<file path="src/rtl/apb_cmd_master.sv">
// apb_cmd_master: turns single-beat valid/ready commands into APB SETUP/ACCESS transfers
//   and returns each result on a valid/ready response port.
// Latency: accept -> SETUP -> ACCESS (+1 cycle per pready-low cycle) -> RESP; at most 1 transfer per 4 cycles.
// Backpressure: cmd_ready only in IDLE (no buffering); RESP holds its payload until rsp_ready.
//
// Ports:
//   pclk, preset_n                       clock, async active-low reset
//   cmd_valid/cmd_ready, cmd_write,      command port (one outstanding command)
//   cmd_addr, cmd_wdata
//   rsp_valid/rsp_ready, rsp_rdata,      response port; rsp_err = pslverr or timeout
//   rsp_err, rsp_timeout
//   err_cnt                              saturating count of error responses
//   busy                                 FSM not in IDLE
//   psel, penable, pwrite, paddr, pwdata APB request side
//   prdata, pready, pslverr              APB completion side
module apb_cmd_master #(
  parameter int DATA_WIDTH = 32,
  parameter int ADDR_WIDTH = 8,
  parameter int TIMEOUT    = 16
) (
  input  logic                  pclk,
  input  logic                  preset_n,
  input  logic                  cmd_valid,
  output logic                  cmd_ready,
  input  logic                  cmd_write,
  input  logic [ADDR_WIDTH-1:0] cmd_addr,
  input  logic [DATA_WIDTH-1:0] cmd_wdata,
  output logic                  rsp_valid,
  input  logic                  rsp_ready,
  output logic [DATA_WIDTH-1:0] rsp_rdata,
  output logic                  rsp_err,
  output logic                  rsp_timeout,
  output logic [7:0]            err_cnt,
  output logic                  busy,
  output logic                  psel,
  output logic                  penable,
  output logic                  pwrite,
  output logic [ADDR_WIDTH-1:0] paddr,
  output logic [DATA_WIDTH-1:0] pwdata,
  input  logic [DATA_WIDTH-1:0] prdata,
  input  logic                  pready,
  input  logic                  pslverr
);

  // Wait counter only needs to reach TIMEOUT-1; keep at least one bit when the timeout is off.
  localparam int WAIT_W   = (TIMEOUT < 1) ? 1 : $clog2(TIMEOUT + 1);
  localparam int LAST_INT = (TIMEOUT < 1) ? 0 : TIMEOUT - 1;
  localparam logic [WAIT_W-1:0] WAIT_LAST = WAIT_W'(LAST_INT);

  typedef enum logic [1:0] {
    ST_IDLE   = 2'd0,
    ST_SETUP  = 2'd1,
    ST_ACCESS = 2'd2,
    ST_RESP   = 2'd3
  } state_t;

  state_t                  state_q;
  logic                    write_q;
  logic [ADDR_WIDTH-1:0]   addr_q;
  logic [DATA_WIDTH-1:0]   wdata_q;
  logic [DATA_WIDTH-1:0]   rdata_q;
  logic                    err_q;
  logic                    timeout_q;
  logic [7:0]              err_cnt_q;
  logic [WAIT_W-1:0]       wait_cnt_q;

  logic                    timeout_hit;
  logic [7:0]              err_cnt_d;

  // Last permitted ACCESS cycle without pready; never true when the timeout is disabled.
  assign timeout_hit = (TIMEOUT != 0) && (wait_cnt_q == WAIT_LAST);

  // Value err_cnt takes when an error response is recorded (saturates at 255).
  assign err_cnt_d = (err_cnt_q == 8'hFF) ? err_cnt_q : err_cnt_q + 8'd1;

  always_ff @(posedge pclk or negedge preset_n) begin
    if (!preset_n) begin
      state_q    <= ST_IDLE;
      write_q    <= 1'b0;
      addr_q     <= '0;
      wdata_q    <= '0;
      rdata_q    <= '0;
      err_q      <= 1'b0;
      timeout_q  <= 1'b0;
      err_cnt_q  <= 8'd0;
      wait_cnt_q <= '0;
    end else begin
      case (state_q)
        ST_IDLE: begin
          if (cmd_valid) begin
            write_q    <= cmd_write;
            addr_q     <= cmd_addr;
            wdata_q    <= cmd_wdata;
            wait_cnt_q <= '0;
            state_q    <= ST_SETUP;
          end
        end
        ST_SETUP: begin
          state_q <= ST_ACCESS;
        end
        ST_ACCESS: begin
          if (pready) begin
            err_q     <= pslverr;
            timeout_q <= 1'b0;
            // Read data is kept even on pslverr so software can inspect it.
            rdata_q   <= write_q ? '0 : prdata;
            if (pslverr) begin
              err_cnt_q <= err_cnt_d;
            end
            state_q   <= ST_RESP;
          end else if (timeout_hit) begin
            err_q     <= 1'b1;
            timeout_q <= 1'b1;
            rdata_q   <= '0;
            err_cnt_q <= err_cnt_d;
            state_q   <= ST_RESP;
          end else begin
            wait_cnt_q <= wait_cnt_q + 1'b1;
          end
        end
        ST_RESP: begin
          if (rsp_ready) begin
            state_q <= ST_IDLE;
          end
        end
        default: begin
          state_q <= ST_IDLE;
        end
      endcase
    end
  end

  // All handshake/APB controls decode the state register only, so reset drops them immediately.
  assign cmd_ready   = (state_q == ST_IDLE);
  assign busy        = (state_q != ST_IDLE);
  assign psel        = (state_q == ST_SETUP) || (state_q == ST_ACCESS);
  assign penable     = (state_q == ST_ACCESS);
  assign rsp_valid   = (state_q == ST_RESP);

  assign pwrite      = write_q;
  assign paddr       = addr_q;
  assign pwdata      = wdata_q;

  assign rsp_rdata   = rdata_q;
  assign rsp_err     = err_q;
  assign rsp_timeout = timeout_q;
  assign err_cnt     = err_cnt_q;

endmodule

</file>
<file path="config.mk">
export PLATFORM = sky130hd
export DESIGN_NAME = apb_cmd_master
export DESIGN_NICKNAME = d
export VERILOG_FILES = /design/src/rtl/apb_cmd_master.sv
export SDC_FILE = /design/constraint.sdc
export NUM_CORES = 1
export LEC_CHECK = 0
export BUFFER_PORTS_ARGS = -buffer_cell sky130_fd_sc_hd__clkbuf_2
export CAP_MARGIN = 20
export CORE_MARGIN = 3
export CORE_UTILIZATION = 50
export CTS_CLUSTER_SIZE = 24
export DETAILED_ROUTE_END_ITERATION = 7
export HOLD_SLACK_MARGIN = 0.15
export PLACE_DENSITY = 0.85
export SYNTH_ARGS = -nofsm -noshare
export SYNTH_HDL_FRONTEND = slang
export SYNTH_SLANG_ARGS = --single-unit
</file>
<file path="constraint.sdc">
create_clock -name pclk -period 4.1 [get_ports pclk]
set_input_delay 0 -clock pclk [delete_from_list [all_inputs] [get_ports pclk]]
set_output_delay 0 -clock pclk [all_outputs]
set_load 0.01 [all_outputs]
</file>
==> results of run 1 <==
## metal layers
layer  part of all wire (%)  wire length (um)  vias to the layer above
met2                     56              6268                      150
li1                       -                 -                     1405
met5                      0                 0                        -
met3                    5.2               573                       34
met1                     35              3854                     1533
met4                    3.6               401                        0
## cells in the mapped netlist
library cell	instances	area (um^2)
sky130_fd_sc_hd__xnor2_1	3	26.28
sky130_fd_sc_hd__nand2b_1	2	12.51
sky130_fd_sc_hd__nand3b_1	1	7.510
sky130_fd_sc_hd__nor3b_2	1	12.51
sky130_fd_sc_hd__or4_1	1	7.510
sky130_fd_sc_hd__o21ai_4	1	16.27
sky130_fd_sc_hd__nor3_1	1	5.000
sky130_fd_sc_hd__nand3_1	7	35.03
sky130_fd_sc_hd__a211oi_4	1	20.02
sky130_fd_sc_hd__and4_1	1	8.760
sky130_fd_sc_hd__dfrtp_1	90	2252
sky130_fd_sc_hd__inv_1	8	30.03
sky130_fd_sc_hd__o32a_1	1	10.01
sky130_fd_sc_hd__nand4_1	3	18.77
sky130_fd_sc_hd__and3_1	3	18.77
sky130_fd_sc_hd__or3_1	1	6.260
sky130_fd_sc_hd__a21oi_1	3	15.01
sky130_fd_sc_hd__ha_1	6	75.07
sky130_fd_sc_hd__nor2_1	4	15.01
sky130_fd_sc_hd__clkbuf_1	3	11.26
sky130_fd_sc_hd__buf_2	9	45.04
sky130_fd_sc_hd__o211ai_4	1	21.27
sky130_fd_sc_hd__nand4b_1	1	8.760
sky130_fd_sc_hd__a22o_1	31	271.5
sky130_fd_sc_hd__mux2_2	44	495.5
sky130_fd_sc_hd__mux2i_1	3	30.03
sky130_fd_sc_hd__nand2_1	14	52.55
sky130_fd_sc_hd__xor2_1	1	8.760
sky130_fd_sc_hd__inv_2	1	3.750
sky130_fd_sc_hd__o21ai_0	4	20.02
## stage by stage
stage               power, W  utilization, %  std cells  cell area [um^2]  hold WS (ns)
floorplan           0.002289               -        250              3561       -0.2956
global placement    0.002805           65.57        502              4479     -0.009001
detailed placement  0.002883           65.57        502              4479     -0.004940
CTS                 0.003559           80.27        598              5484        0.2394
global route        0.003818           80.49        599              5499        0.2631
finish              0.003623           80.49        599              5499        0.2596
## cell families after synthesis
family	Yosys count
flops	90
mux	47
compound gates	42
simple gates	40
buf+inv	21
fa+ha+maj	6
xor+xnor	4
## registers in the layout (all words and copies together) (netlist names)
name and cells:
rsp_rdata 32, paddr 8, pwrite 1, wait_cnt_q 5, err_cnt 8, rsp_timeout 1, pwdata 32, state_q 2
rsp_err 1
## final timing paths
| kind | startpoint | end | cells after the start |
|---|---|---|---|
| min in group asynchronous | preset_n | rsp_rdata[0] | 3 |
| hold reg to reg | rsp_err | rsp_err | 2 |
| setup reg to reg | wait_cnt_q[0] | wait_cnt_q[2] | 7 |
| setup / recovery | wait_cnt_q[0] | wait_cnt_q[2] | 7 |
| max in group asynchronous | preset_n | pwdata[6] | 4 |
| hold / removal | cmd_valid | wait_cnt_q[3] | 5 |
## final cells by class
cell class	instances	area, um^2
flip-flops and latches	90	2252
repair buffers	249	1664
fillers	423	1333
multi-input cells	139	1225
clock buffers	11	141.4
well taps	96	120.1
clock inverters	5	62.56
inverters	9	33.78
## power breakdown
part	internal, W	leakage [nW]	switching [W]
clock network	0.000302	0.0962	0.000315
logic	0.000725	1.56	0.000760
registers	0.00126	1.12	0.000259
## timing repair
item / CTS / global route
buffers inserted: 0 / 0
hold endpoints to repair: 115 / 0
hold buffers: 80 / 0
## worst min-delay path, stage by stage
cell,delay [ns]
sky130_fd_sc_hd__clkbuf_2,0.09
sky130_fd_sc_hd__nand2b_1,0.20
sky130_fd_sc_hd__o211ai_4,0.13
sky130_fd_sc_hd__nand2_1,0.09
sky130_fd_sc_hd__nand3_1,0.06
==> impl_metrics.yaml, run 1 <==
status:
  status: "completed"
cts:
  cts_made_buffers: 9
  clk_path_buf_depth: 2
  cts_root_buffer: "sky130_fd_sc_hd__clkbuf_8"
  insertion_delay_ns: 0.36
  post_cts_resize_count: 0
  cts.htree.levels: 3
  cts_tree: "done"
  cts_sinks: 90
  worst_setup_hold_path_clk_slew_ns: 0.08
logic_synthesis:
  synth_compound_gate_area_share_pct: 10.51
  post_synth_xor_area_fraction_pct: 0.9838
  synth.lib_cells_used.distinct: 30
  post_synth_and_or_nand_nor_area_fraction_pct: 5.868
  synthesis.instances: 250
  synthAdderAreaFrac_pct: 2.108
  syn_area_mm2: 0.003561
  synth_seq_cells: 90
  mappedNetlistNets: 335
  syn-mean-instance-area_um2: 14.24
  synth_mux_area_share_pct: 14.76
  synth_top_family_by_area: "multiplexers"
  ys_seq_area_share_pct: 63.25
  ys_warn_count: 0
setup_path:
  path_cells: "ha_1 -> and3_1 -> ha_1 -> o21ai_4 -> o211ai_4 -> or3_1 -> nand3_1"
  crit_type: "flop to flop"
  critical-path-top-cell-by-count: "sky130_fd_sc_hd__ha_1"
  cp_max_fo: 34
  critical_path.startpoint_type: "flop"
  setup.reg_to_reg.worst_slack_ns: 1.49
  endpoint_kind: "flop"
  timing.critical_path.slowest_cell_delay_ns: 0.74
  worst-endpoint-arrival_ns: 2.90
  critical-path-top-delay-family: "compound AO/OA/AOI/OAI gates"
  cp_slowest_cell: "sky130_fd_sc_hd__o21ai_4"
  required_ns: 4.39
  path_buf_inv: 0
detailed_routing:
  detail_route.iter0.violations: 128
  detailroute.via_count: 3122
  wirelength_um: 11100
  wl_per_cell_um: 18.53
  drt_pass1_iterations: 4
  drtAntennaViolNets: 0
  drc_errors: 0
  routed_via_density: 5.212
flow_run:
  max_cap_viols: 0
timing:
  setup_skew_ns: 0.01477
  final.min_clock_period_ns: 2.613
  fmaxAchievable_mhz: 382.7
  postLayoutSetupSlackWorst_ns: 1.487
  max_slew.worst_pin.slew_ns: 0.9221
  timing.max_slew.rel_slack_pct: 38.29
  timing.final.setup_violations: 0
  maxSlewViolCount: 0
  final-hold-violation-count: 0
  grt_setup_unrepaired: "no"
  fin_tns_setup_ns: 0
  min_period_over_period_pct: 63.72
pwr:
  power_density_mw_per_mm2: 658.8
  vdd.ir_drop.worst_mv: 0.3674
  cellLeakagePower_nw: 2.772
global_route:
  m2_gr_usage_pct: 51.15
  first_pass_grt_wire_length_um: 17720
  global_router_s_overall_resource_usage_pct: 27.66
  globalRoute.totalOverflow: 0
  grt_start_max_net_pins: 52
  grt_util_met1_pct: 29.27
  use_met3_pct: 6.417
  initial_antenna_violation_count: 0
  grt_most_used_layer: "met2"
  grt_pass1_vias: 3463
place:
  port-buffer-count: 166
  dpl_worst_slack_ns: 1.540
  gpl.final_weighted_congestion: 0.8404
  post-dp-hpwl_um: 6139
die:
  core_mm2: 0.006832
  full_die_area_mm2: 0.008170
  initial_core_util_pct: 52.12
  fp.dieH_um: 90.39
  die_w_um: 90.39
  top_level_ports: 167
  core.rowCount: 30
cells_and_area:
  final_cell_mix: "sky130_fd_sc_hd__clkbuf_2, sky130_fd_sc_hd__dfrtp_1, sky130_fd_sc_hd__dlygate4sd3_1"
  fin_nets: 583
  synthToLayoutAreaGrowth_pct: 54.43
  layout-drive-gt1-share_pct: 46.32
  mostFrequentLayoutCell: "sky130_fd_sc_hd__clkbuf_2"
  ant_cells: 0
min_path:
  worst_hold_path_type: "primary input to flop"
Power figures use the tool's default switching activity.
==> inputs of run 2 (changes only) <==
--- a/config.mk
+++ b/config.mk
@@ -5,14 +5,15 @@
 export SDC_FILE = /design/constraint.sdc
 export NUM_CORES = 1
 export LEC_CHECK = 0
+export ABC_AREA = 1
 export BUFFER_PORTS_ARGS = -buffer_cell sky130_fd_sc_hd__clkbuf_2
 export CAP_MARGIN = 20
 export CORE_MARGIN = 3
-export CORE_UTILIZATION = 50
+export CORE_UTILIZATION = 47
 export CTS_CLUSTER_SIZE = 24
 export DETAILED_ROUTE_END_ITERATION = 7
 export HOLD_SLACK_MARGIN = 0.15
-export PLACE_DENSITY = 0.85
+export PLACE_DENSITY = 0.8
 export SYNTH_ARGS = -nofsm -noshare
 export SYNTH_HDL_FRONTEND = slang
 export SYNTH_SLANG_ARGS = --single-unit
==> constraint.sdc (replaced) <==
create_clock -name pclk -period 2.6 [get_ports pclk]
set_input_delay 0 -clock pclk [delete_from_list [all_inputs] [get_ports pclk]]
set_output_delay 0 -clock pclk [all_outputs]
set_load 0.01 [all_outputs]
==> impl_metrics.yaml, run 2 <==
timing:
  timing.max_slew.rel_slack_pct: 73.06
  max_slew.worst_pin.slew_ns: 0.4036
  maxSlewViolCount: 0
  fmaxAchievable_mhz: 490.7
  final.min_clock_period_ns: 2.038
  setup_skew_ns: 0.005564
  fin_worst_hold_slack_ns: 0.4163
  min_period_over_period_pct: 78.38
  fin_tns_setup_ns: 0
  postLayoutSetupSlackWorst_ns: 0.5621
  final-hold-violation-count: 0
  timing.final.setup_violations: 0
  grt_setup_unrepaired: "no"
detailed_routing:
  drt_pass1_iterations: 4
  drc_errors: 0
  wl_per_cell_um: 14.95
  detailroute.via_count: 3424
  detail_route.iter0.violations: 126
  wirelength_um: 10750
  routed_via_density: 4.762
  drtAntennaViolNets: 0
die:
  top_level_ports: 167
  core_mm2: 0.007486
  fp.dieH_um: 95.31
  core.rowCount: 31
  initial_core_util_pct: 50.08
  die_w_um: 95.31
  full_die_area_mm2: 0.009083
logic_synthesis:
  ys_top_cells_by_count: "sky130_fd_sc_hd__dfrtp_1, sky130_fd_sc_hd__nand2_1, sky130_fd_sc_hd__inv_1"
  synth.most_common_cell: "sky130_fd_sc_hd__dfrtp_1"
  synth.area.top_cells: "sky130_fd_sc_hd__dfrtp_1, sky130_fd_sc_hd__mux2_2, sky130_fd_sc_hd__nand2_1, sky130_fd_sc_hd__o21ai_0, sky130_fd_sc_hd__inv_1"
  mappedNetlistNets: 445
  synth.lib_cells_used.distinct: 22
  synth-main-ff-cell: "sky130_fd_sc_hd__dfrtp_1"
  synth_top_area_share_pct: 60.08
  syn-mean-instance-area_um2: 10.41
  synth_largest_area_cell: "sky130_fd_sc_hd__dfrtp_1"
  ys_seq_area_share_pct: 60.08
  synthesis.instances: 360
  syn_area_mm2: 0.003749
  async_flop_share_pct: 100.0
  ys_warn_count: 0
  number_of_enable_flip_flop_cells_after_synthesis: 0
  synth_seq_cells: 90
cts:
  cts_made_buffers: 9
  insertion_delay_ns: 0.34
  cts_root_buffer: "sky130_fd_sc_hd__clkbuf_8"
  post_cts_resize_count: 0
  clk_path_buf_depth: 2
  post-cts-setup-buffer-count: 0
  cts_tree: "done"
  cts_sinks: 90
  cts.htree.levels: 3
  worst_setup_hold_path_clk_slew_ns: 0.09
pwr:
  power_density_mw_per_mm2: 988.9
  p_seq_share_pct: 40.1
  power.net_switching_w: 0.002022
  clkPwrFrac_pct: 21.5
  cellLeakagePower_nw: 3.097
  vdd.ir_drop.worst_mv: 0.6619
  cellInternalPower_w: 0.003739
  swShare_pct: 35.11
  share_comb_of_total_power_pct: 38.4
setup_path:
  cp_slowest_cell: "sky130_fd_sc_hd__dfrtp_1"
  path_buf_inv: 2
  critical-path-top-delay-family: "buffers and inverters"
  worst-endpoint-arrival_ns: 2.29
  path_cells: "ha_1 -> nand2_1 -> nor2_1 -> ha_1 -> nand2_1 -> nand2_2 -> inv_2 -> buf_4 -> nand2_1 -> o21ai_0"
  cp_max_fo: 23
  crit_type: "flop to flop"
  endpoint_kind: "flop"
  critical-path-top-cell-by-count: "sky130_fd_sc_hd__nand2_1"
  critical_path.startpoint_type: "flop"
  required_ns: 2.85
  timing.critical_path.slowest_cell_delay_ns: 0.43
cells_and_area:
  synthToLayoutAreaGrowth_pct: 55.41
  layout-drive-gt1-share_pct: 37.64
  final_core_util_pct: 77.82
  fin_nets: 700
  final_cell_mix: "sky130_fd_sc_hd__clkbuf_2, sky130_fd_sc_hd__dfrtp_1, sky130_fd_sc_hd__nand2_1"
  mostFrequentLayoutCell: "sky130_fd_sc_hd__clkbuf_2"
place:
  port-buffer-count: 166
  gpl.final_weighted_congestion: 0.7809
  dpl_worst_slack_ns: 0.6182
  post-dp-hpwl_um: 6542
global_route:
  grt_pass1_vias: 3576
  first_pass_grt_wire_length_um: 17320
  grt_start_max_net_pins: 91
  global_router_s_overall_resource_usage_pct: 24.96
  globalRoute.totalOverflow: 0
  initial_antenna_violation_count: 0
flow_run:
  max_cap_viols: 0
min_path:
  worst_hold_path_type: "primary input to flop"
status:
  status: "completed"
-- run 2: cell types whose count changed after synthesis, moves of 6 or more --
cell                      change
sky130_fd_sc_hd__o21ai_0     +33
sky130_fd_sc_hd__nand2_1     +74
sky130_fd_sc_hd__inv_1       +41
sky130_fd_sc_hd__nor2_1       +6
sky130_fd_sc_hd__a22o_1      -31
-- run 2: power by group through the flow --
stage | sequential (W) | clock [W] | combinational (W)
after floorplan | 0.00253 | 0 | 0.000925
after global placement | 0.00228 | 0 | 0.00201
after detailed placement | 0.00231 | 0 | 0.00208
after CTS | 0.00229 | 0.00126 | 0.00220
after global routing | 0.00239 | 0.00132 | 0.00244
final | 0.00231 | 0.00124 | 0.00221
-- run 2: cells by family (layout without fill, tap and decap cells) --
logic type,Yosys count,after routing,share of synthesized area (%)
buffers and inverters,60,319,6.275
adder cells (fa/ha/maj),6,6,2.003
AND/OR/NAND/NOR,117,117,12.75
flip-flops,90,90,60.08
multiplexers,40,40,12.02
AO/OA/AOI/OAI,44,44,6.175
XOR/XNOR,3,3,0.7011
other,0,1,0
-- run 2: timing repair --
| action | CTS | global route |
|---|---|---|
| endpoints found under the hold margin | 169 | 18 |
| hold buffers | 83 | 1 |
| setup endpoints to repair | 0 | 0 |
-- run 2: worst paths after layout --
path / startpoint / to / slack, ns / cells past startpoint
min: cmd_wdata[6] / pwdata[6] / 0.42 / 3
max in group asynchronous: preset_n / err_cnt[7] / 1.38 / 4
max reg2reg: wait_cnt_q[0] / rsp_rdata[24] / 0.56 / 10
min in group asynchronous: preset_n / paddr[3] / 0.60 / 3
min reg2reg: rsp_rdata[5] / rsp_rdata[5] / 0.50 / 2
max: wait_cnt_q[0] / rsp_rdata[24] / 0.56 / 10
-- run 2: metal layers --
| metal | up-vias | GRT usage [%] | wire, um |
|---|---|---|---|
| met2 | 139 | 43.62 | 5588 |
| met5 | - | 0 | 0 |
| met4 | 0 | 9.736 | 210 |
| met3 | 18 | 7.103 | 759 |
| li1 | 1649 | - | - |
| met1 | 1618 | 28.85 | 4188 |
-- run 2: stage by stage --
stage                     instance area, um^2  total power, W  std cells
after floorplan                          3749        0.003450        360
after global placement                   4693        0.004288        618
after detailed placement                 4693        0.004384        618
after CTS                                5786        0.005741        716
after global routing                     5823        0.006147        718
final                                    5826        0.005761        719
-- run 2: layout make-up --
| class | count | area (um^2) |
|---|---|---|
| clock buffers | 9 | 123.9 |
| multi-input cells | 210 | 1261 |
| repair buffers | 254 | 1737 |
| diodes | 1 | 2.502 |
| fillers | 458 | 1660 |
| inverters | 50 | 187.7 |
| flip-flops and latches | 90 | 2252 |
| clock inverters | 6 | 137.6 |
| well taps | 99 | 123.9 |
-- run 2: worst register-to-register path, stage by stage, from the launching register on --
cell and delay [ns]:
sky130_fd_sc_hd__dfrtp_1 0.43, sky130_fd_sc_hd__ha_1 0.23, sky130_fd_sc_hd__nand2_1 0.08, sky130_fd_sc_hd__nor2_1 0.05
sky130_fd_sc_hd__ha_1 0.18, sky130_fd_sc_hd__nand2_1 0.11, sky130_fd_sc_hd__nand2_2 0.09, sky130_fd_sc_hd__inv_2 0.32
sky130_fd_sc_hd__buf_4 0.28, sky130_fd_sc_hd__nand2_1 0.08, sky130_fd_sc_hd__o21ai_0 0.10
==> inputs of run 3 (changes only) <==
==> constraint.sdc (replaced) <==
create_clock -name pclk -period 1.89 [get_ports pclk]
set_input_delay 0 -clock pclk [delete_from_list [all_inputs] [get_ports pclk]]
set_output_delay 0 -clock pclk [all_outputs]
set_load 0.01 [all_outputs]
==> impl_metrics.yaml, run 3 (synthesis results as in run 2) <==
timing:
  setup_skew_ns: 0.01146
  maxSlewViolCount: 0
  final-hold-violation-count: 0
  final.min_clock_period_ns: 1.786
  fmaxAchievable_mhz: 559.9
  timing.final.setup_violations: 0
  timing.max_slew.rel_slack_pct: 65.28
  grt_setup_unrepaired: "yes"
  min_period_over_period_pct: 94.51
  postLayoutSetupSlackWorst_ns: 0.1038
  max_slew.worst_pin.slew_ns: 0.5208
  fin_tns_setup_ns: 0
die:
  top_level_ports: 167
  core_mm2: 0.007486
  full_die_area_mm2: 0.009083
  initial_core_util_pct: 50.08
  core.rowCount: 31
  die_w_um: 95.31
  fp.dieH_um: 95.31
setup_path:
  setup.reg_to_reg.worst_slack_ns: 0.10
  crit_type: "flop to flop"
  endpoint_kind: "flop"
  cp_max_fo: 17
  ff2ff_path_depth: 10
  regToRegEndpoint: "rsp_rdata[26]"
  worst-endpoint-arrival_ns: 2.04
  reg_to_reg_startpoint: "wait_cnt_q[0]"
  critical_path.startpoint_type: "flop"
  required_ns: 2.15
detailed_routing:
  routed_via_density: 4.812
  wl_per_cell_um: 15.13
  detailroute.via_count: 3460
  detail_route.iter0.violations: 170
  wirelength_um: 10880
  drtAntennaViolNets: 0
  drc_errors: 0
  drt_pass1_iterations: 4
flow_run:
  max_cap_viols: 0
global_route:
  initial_antenna_violation_count: 0
  first_pass_grt_wire_length_um: 17130
  global_router_s_overall_resource_usage_pct: 25.00
  grt_pass1_vias: 3696
  globalRoute.totalOverflow: 0
  grt_start_max_net_pins: 52
cts:
  worst_setup_hold_path_clk_slew_ns: 0.09
  cts_root_buffer: "sky130_fd_sc_hd__clkbuf_8"
  post-cts-setup-buffer-count: 0
  insertion_delay_ns: 0.35
  cts_made_buffers: 9
  cts.htree.levels: 3
  post_cts_resize_count: 0
  clk_path_buf_depth: 2
  cts_sinks: 90
  cts_tree: "done"
cells_and_area:
  fin_nets: 699
  layout-drive-gt1-share_pct: 37.80
  finalNonFillerCells: 719
  synthToLayoutAreaGrowth_pct: 53.04
  final_cell_mix: "sky130_fd_sc_hd__clkbuf_2, sky130_fd_sc_hd__dfrtp_1, sky130_fd_sc_hd__nand2_1"
  mostFrequentLayoutCell: "sky130_fd_sc_hd__clkbuf_2"
pwr:
  power_density_mw_per_mm2: 1314
  vdd.ir_drop.worst_mv: 0.7831
  cellLeakagePower_nw: 3.061
  power.total_w: 0.007536
place:
  dpl_worst_slack_ns: 0.1744
  gpl.final_weighted_congestion: 0.8125
  post-dp-hpwl_um: 6677
  port-buffer-count: 166
  post-place-cells: 620
min_path:
  worst_hold_path_type: "primary input to asynchronous set/reset pin"
status:
  status: "completed"
[run 3: critical path, stage by stage, from the launching register on]
cell	delay, ns
sky130_fd_sc_hd__dfrtp_1	0.43
sky130_fd_sc_hd__ha_1	0.23
sky130_fd_sc_hd__nand2_1	0.08
sky130_fd_sc_hd__nor2_1	0.04
sky130_fd_sc_hd__ha_1	0.18
sky130_fd_sc_hd__nand2_1	0.10
sky130_fd_sc_hd__nand2_2	0.09
sky130_fd_sc_hd__inv_2	0.12
sky130_fd_sc_hd__buf_4	0.23
sky130_fd_sc_hd__nand2_1	0.09
sky130_fd_sc_hd__o21ai_0	0.11
[run 3: through the flow]
stage / instance area (um^2) / hold WS (ns) / utilization, %
final: 5737 / 0.1539 / 76.63
after detailed placement: 4721 / 0.003221 / 63.06
after global routing: 5734 / 0.2102 / 76.60
after floorplan: 3749 / -0.2956 / -
after global placement: 4721 / -0.001615 / 63.06
after CTS: 5734 / 0.1568 / 76.60
[run 3: metal layers]
| layer | global-route usage (%) | up-vias | wire (um) |
|---|---|---|---|
| li1 | - | 1646 | - |
| met1 | 26.78 | 1638 | 4056 |
| met2 | 45.95 | 149 | 5794 |
| met3 | 5.051 | 27 | 692 |
| met4 | 13.10 | 0 | 331 |
| met5 | 0 | - | 0 |
[run 3: worst max-delay path by stage]
| stage | start | to | slack [ns] | depth (start not counted) |
|---|---|---|---|---|
| 5_1_grt | wait_cnt_q[0] | rsp_rdata[5] | -0.02 | 10 |
| 4_1_cts | wait_cnt_q[0] | rsp_rdata[11] | 0.16 | 10 |
| 3_3_place_gp | wait_cnt_q[0] | rsp_rdata[27] | 0.25 | 10 |
| 6_report | wait_cnt_q[0] | rsp_rdata[26] | 0.10 | 10 |
| 2_1_floorplan | wait_cnt_q[0] | rsp_rdata[12] | 0.34 | 10 |
| 3_5_place_dp | wait_cnt_q[0] | rsp_rdata[20] | 0.17 | 10 |
[run 3: layout make-up]
class / instances / area [um^2]
diodes: 1 / 2.502
clock buffers: 10 / 127.6
clock inverters: 6 / 65.06
fillers: 473 / 1749
inverters: 50 / 187.7
multi-input cells: 210 / 1261
flip-flops and latches: 90 / 2252
well taps: 99 / 123.9
repair buffers: 253 / 1717
[run 3: what timing repair did]
item / in CTS / in global routing
endpoints found under the setup margin: 0 / 2
hold buffers: 82 / 0
hold endpoints to repair: 170 / 0
[run 3: power breakdown]
part / internal, W / switching [W]
clock: 0.000617 / 0.000676
combinational: 0.00143 / 0.00161
sequential: 0.00269 / 0.000504
